--- config.mk ---
export PLATFORM = sky130hd
export DESIGN_NAME = sharpen_pad_writer_flat
export DESIGN_NICKNAME = d
export VERILOG_FILES = /design/src/rtl/sharpen_pad_writer_if.sv /design/src/rtl/sharpen_pad_writer.sv /design/src/flat_wrapper.sv
export SDC_FILE = /design/constraint.sdc
export NUM_CORES = 1
export LEC_CHECK = 0
export BUFFER_PORTS_ARGS = -buffer_cell sky130_fd_sc_hd__buf_2
export CAP_MARGIN = 15
export CORE_UTILIZATION = 47
export CTS_BUF_LIST = sky130_fd_sc_hd__clkbuf_2
export DETAILED_ROUTE_END_ITERATION = 8
export PLACE_DENSITY_LB_ADDON = 0.12
export SETUP_SLACK_MARGIN = 0.1
export SKIP_LAST_GASP = 1
export SLEW_MARGIN = 20
export SYNTH_ARGS = -nofsm -noshare
export SYNTH_HDL_FRONTEND = slang
export SYNTH_SLANG_ARGS = --single-unit
--- constraint.sdc ---
create_clock -name clk -period 2.7 [get_ports clk]
set_input_delay 0.135 -clock clk [delete_from_list [all_inputs] [get_ports clk]]
set_output_delay 0.135 -clock clk [all_outputs]
set_load 0.02 [all_outputs]
--- src/rtl/sharpen_pad_writer_if.sv ---
// Stream-in / memory-write bundle for the sharpen pad writer.
// The slave side is the writer block; the master side drives pixels and
// start, and observes the memory write port and frame status.
interface sharpen_pad_writer_if #(
   parameter int AW = 19
);
   logic          start;
   logic          in_valid;
   logic [7:0]    in_data;
   logic          in_ready;
   logic          wr_en;
   logic [AW-1:0] wr_addr;
   logic [7:0]    wr_data;
   logic          busy;
   logic          done;

   modport slave (
      input  start, in_valid, in_data,
      output in_ready, wr_en, wr_addr, wr_data, busy, done
   );

   modport master (
      output start, in_valid, in_data,
      input  in_ready, wr_en, wr_addr, wr_data, busy, done
   );
endinterface

--- src/rtl/sharpen_pad_writer.sv ---
// Writes a raw IMG_W x IMG_H pixel stream into memory as a zero-padded
// (IMG_W+2) x (IMG_H+2) image in raster order, one byte per clock.
// The border ring is generated internally and consumes no input pixels.
module sharpen_pad_writer #(
   parameter int         IMG_W   = 800,
   parameter int         IMG_H   = 600,
   parameter logic [7:0] PAD_VAL = 8'h00,
   parameter int         AW      = 19
) (
   input logic                 clk,
   input logic                 reset,
   sharpen_pad_writer_if.slave bus
);

   localparam int CW = $clog2(IMG_W + 2);
   localparam int RW = $clog2(IMG_H + 2);
   localparam logic [CW-1:0] COL_LAST = CW'(IMG_W + 1);
   localparam logic [RW-1:0] ROW_LAST = RW'(IMG_H + 1);

   typedef enum logic [1:0] {
      S_IDLE,
      S_RUN,
      S_DONE
   } state_t;

   state_t        state;
   logic [CW-1:0] col;
   logic [RW-1:0] row;
   logic [AW-1:0] addr;

   logic border;
   logic at_last;
   logic advance;

   // Position classification and advance decision from the current counters.
   assign border  = (row == '0) || (row == ROW_LAST) || (col == '0) || (col == COL_LAST);
   assign at_last = (row == ROW_LAST) && (col == COL_LAST);
   assign advance = (state == S_RUN) && (border || bus.in_valid);

   // NOTE: in_ready is a continuous assign of state and counters only, so it
   // can never form a combinational loop through the upstream in_valid and
   // there is no procedural path that could leave it unassigned (no latch).
   assign bus.in_ready = (state == S_RUN) && !border;

   // Frame FSM: walks the padded raster, registers each write one cycle after
   // the advance that produced it, and pulses done alongside the final write.
   always_ff @(posedge clk or negedge reset) begin
      if (!reset) begin
         state       <= S_IDLE;
         col         <= '0;
         row         <= '0;
         addr        <= '0;
         bus.wr_en   <= 1'b0;
         bus.wr_addr <= '0;
         bus.wr_data <= '0;
         bus.busy    <= 1'b0;
         bus.done    <= 1'b0;
      end else begin
         // NOTE: non-blocking assignments throughout, so every branch below
         // reads the pre-edge values of state and counters.
         bus.wr_en <= 1'b0;
         bus.done  <= 1'b0;
         unique case (state)
            S_IDLE: begin
               if (bus.start) begin
                  state    <= S_RUN;
                  bus.busy <= 1'b1;
               end
            end
            S_RUN: begin
               if (advance) begin
                  bus.wr_en   <= 1'b1;
                  bus.wr_addr <= addr;
                  bus.wr_data <= border ? PAD_VAL : bus.in_data;
                  if (at_last) begin
                     state    <= S_DONE;
                     bus.busy <= 1'b0;
                     bus.done <= 1'b1;
                  end else begin
                     addr <= addr + AW'(1);
                     if (col == COL_LAST) begin
                        col <= '0;
                        row <= row + RW'(1);
                     end else begin
                        col <= col + CW'(1);
                     end
                  end
               end
            end
            S_DONE: begin
               state <= S_IDLE;
               col   <= '0;
               row   <= '0;
               addr  <= '0;
            end
            default: begin
               state <= S_IDLE;
            end
         endcase
      end
   end

endmodule

--- src/flat_wrapper.sv ---
// flat-port wrapper written by rule: the top's interface ports become plain ports
module sharpen_pad_writer_flat 
#(
   parameter int         IMG_W   = 800,
   parameter int         IMG_H   = 600,
   parameter logic [7:0] PAD_VAL = 8'h00,
   parameter int         AW      = 19
)
  (clk, reset, bus_start, bus_in_valid, bus_in_data, bus_in_ready, bus_wr_en, bus_wr_addr, bus_wr_data, bus_busy, bus_done);
  sharpen_pad_writer_if #(.AW(AW)) bus_i ();
  input logic clk;
  input logic reset;
  input wire logic [$bits(bus_i.start)-1:0] bus_start;
  input wire logic [$bits(bus_i.in_valid)-1:0] bus_in_valid;
  input wire logic [$bits(bus_i.in_data)-1:0] bus_in_data;
  output wire logic [$bits(bus_i.in_ready)-1:0] bus_in_ready;
  output wire logic [$bits(bus_i.wr_en)-1:0] bus_wr_en;
  output wire logic [$bits(bus_i.wr_addr)-1:0] bus_wr_addr;
  output wire logic [$bits(bus_i.wr_data)-1:0] bus_wr_data;
  output wire logic [$bits(bus_i.busy)-1:0] bus_busy;
  output wire logic [$bits(bus_i.done)-1:0] bus_done;
  assign bus_i.start = bus_start;
  assign bus_i.in_valid = bus_in_valid;
  assign bus_i.in_data = bus_in_data;
  assign bus_in_ready = bus_i.in_ready;
  assign bus_wr_en = bus_i.wr_en;
  assign bus_wr_addr = bus_i.wr_addr;
  assign bus_wr_data = bus_i.wr_data;
  assign bus_busy = bus_i.busy;
  assign bus_done = bus_i.done;
  sharpen_pad_writer #(.IMG_W(IMG_W), .IMG_H(IMG_H), .PAD_VAL(PAD_VAL), .AW(AW)) u_core (.clk(clk), .reset(reset), .bus(bus_i));
endmodule
==> results.md <==
- Status: finished, final reports clean
- Fin worst setup slack: 0.225 ns
- Largest area contributor in the netlist: dfrtp_1
- Hold Vio Cnt, Final: 0
- Final Instance Count excl. Fillers: 506
- Startpoint types: register
- Gr ovfl total: 0
- Die Wd: approximately 90 um
- Routability cong.: between 0.8 and 0.9
- DRC Markers: 0
- Vias in the first global route: between 2000 and 2500
- Launch point of the worst reg-to-reg path: u_core.col[3]
- Cell Rows: 31
- Top FF cell, synth: dfrtp_1
- Vias: 2774
- Area Growth Syn to Fin: 18.8%
- WP data required: about 3.1 ns
- Worst Clk Skew: between 0.009 and 0.01 ns
- CTS Root Cell: clkbuf_2
- Post-synth top area share: between 40% and 50%
- Cell variety after synth: 40
- Slew headroom: between 50 and 60%
- Most frequent cells after synthesis: 71 x dfrtp_1, 50 x o21ai_0, 26 x nor2_1
- Yosys warns: 0
- Routed wire per std cell: 14.0 um
- Final HPWL from detailed placement: 4710 um
- CTS sink count: 71
- Crit path arrival time: 2.90 ns
- Starting DRT DRC Count: 141
- Critical path class: reg2reg
- Design Power: roughly 3.1 mW
- Achievable Freq: 404 MHz
- Drt first pass iters: 4
- Skew-Pair Late Insertion Delay: around 0.49 ns
- Final WL: 7070 um
- Core area: 7330 um^2
- Power per cell area: 719 nW/um^2
- I/O pins: 43
- Antenna violations before repair: 0
- Die Y-Extent: 89.4 um
- Clock buffer count from CTS: 9
- Post-Syn Area per Cell: between 10 and 15 um^2
- Final period util: ~90%
- Fin. max-slew vios: 0
- Worst Setup SP: u_core.col[3]
- Routed vias/inst: 5.48
- Hold Crit Class: in2reg
- Total GRT Usage: 19.2%
- Pre-CTS setup slack: 0.150 ns
- Pin count of the biggest net entering global routing: between 40 and 50
- Worst-margin pin slew: 0.657 ns
- Register area share after synthesis: 49.5%
- Starting Density: 49.0%
- Antenna Nets Post-Route: 0
- Max Buffers Root-to-Sink: 2
- Largest fanout on the critical path: 19
- Worst IR Drop VDD: 0.000583 V
- Lkg Pwr: 1.98 nW
- Number of antenna diodes: 0
- Cells after DPL: 477
- Mapped Area: ~3600 um^2
- Nets: 424
- Clock slew at reported path FFs: 0.19 ns
- #FFs+latches synth: 71
- Number of enable flip-flop cells after synthesis: 0
- Crit end category: register
- Top post-synthesis cells by area: dfrtp_1 49%, o21ai_0 7.0%, mux2_2 6.3%, o31ai_4 4.7%, ha_1 3.5%
- Fin Setup TNS: 0 ns
- Tmin final: 2.48 ns
- Post-Syn Instances: 342
- Share of cells above drive strength 1: a little over a quarter
- Most common cell in the synthesized netlist: dfrtp_1
- # Max-Cap Violations: 0
- Hold_sp: bus_in_valid
- Synth Net Count: 364
- Final setup violation count: 0
- PortBufs: 42
- Fillers: around 630
- Die ar.: 8000 um^2
- H-tree depth: 3
- Unrepaired setup endpoints after global routing: false
- First-pass GRT wire length: 11600 um
- Ys async rst share: 100%
- CTS tree: built
[power breakdown]
group / switching, mW / leakage (nW) / internal (mW)
clock: 0.372 / 0.0893 / 0.393
combinational: 0.565 / 0.938 / 0.414
sequential: 0.129 / 0.950 / 1.19
total: 1.07 / 1.98 / 2.00
[cell families (layout without fill, tap and decap cells)]
logic type / count (synthesis) / in the layout / share of synthesized area [%]
muxes: 21 / 21 / 6.55
adders and majority gates: 10 / 10 / 3.48
AOI/OAI and AO/OA: 98 / 98 / 20.7
and+or+nand+nor: 114 / 114 / 16.1
buffers and inverters: 28 / 93 / 3.69
DFF: 71 / 71 / 49.5
[metrics by stage]
step / utilization, % / cell area (um^2) / hold WS [ns]
finish: 58.2 / 4270 / 0.114
global route: 58.2 / 4270 / 0.0830
CTS: 57.6 / 4220 / 0.0777
detailed placement: 54.1 / 3970 / 0.199
global placement: 54.1 / 3970 / 0.206
floorplan: - / 3590 / -0.161
[layer usage]
metal | part of all wire (%) | vias to the layer above | track usage (%)
met5 | 0 | - | 0
met4 | 1.4 | 0 | 8.37
met3 | 4.3 | 10 | 3.60
met2 | 43 | 65 | 29.4
met1 | 51 | 1326 | 26.7
li1 | - | 1373 | -
[worst paths after layout]
| kind | end | slack, ns | cells after the start |
|---|---|---|---|
| min in group asynchronous | u_core.bus.wr_addr[1] | 0.18 | 2 |
| setup reg to reg | u_core.addr[8] | 0.22 | 7 |
| max in group asynchronous | u_core.addr[9] | 1.88 | 3 |
| hold reg to reg | u_core.addr[6] | 0.52 | 1 |
| setup / recovery | u_core.addr[8] | 0.22 | 7 |
| hold / removal | u_core.bus.wr_en | 0.11 | 4 |
[worst max-delay path, cell delays in order (launching register included)]
cell and delay [ns]:
dfrtp_1 0.45, or4_1 0.60, nor3_2 0.25, nand3_1 0.20, o221ai_4 0.36, buf_4 0.28, o21ai_0 0.18, o31ai_4 0.09
[state kept, by name (all words and copies together), names as in the netlist]
name                flops
u_core.bus.wr_addr     19
u_core.bus.done         1
u_core.bus.wr_en        1
u_core.state            2
u_core.bus.wr_data      8
u_core.row             10
u_core.addr            19
u_core.bus.busy         1
u_core.col             10
[area by class of cell]
type                    count  area [um^2]  share of cell area, %
clock buffers               9         45.0                   1.06
clock inverters             7          111                   2.61
inverters                  12         45.0                   1.06
multi-input cells         243         1720                   40.3
flip-flops and latches     71         1780                   41.6
well taps                  99          124                   2.90
repair buffers             65          445                   10.4
[cell usage in the layout (no fill, tap or decap), types with 3 or more instances in the layout]
cell           count
a22o_1             9
a31oi_1            9
nand2b_1          10
o21ai_0           50
clkbuf_2           9
nand3_1           12
buf_12             3
nor3_1             3
inv_1             12
ha_1              10
dlygate4sd3_1     10
and3_1            13
mux2_2            20
dfrtp_1           71
o31ai_1            7
buf_4             10
nand4_1            4
o31ai_4            9
and2_1             3
o41ai_2            3
buf_2             42
nand2_1           25
a21oi_1            5
bufinv_16          3
nor2_1            26
[repair_timing]
action	4_1_cts	5_1_grt
gates resized for setup	0	4
setup buffers	0	3
endpoints found under the setup margin	0	20
hold buffers	10	0
endpoints found under the hold margin	38	0
Power figures use the tool's default switching activity.
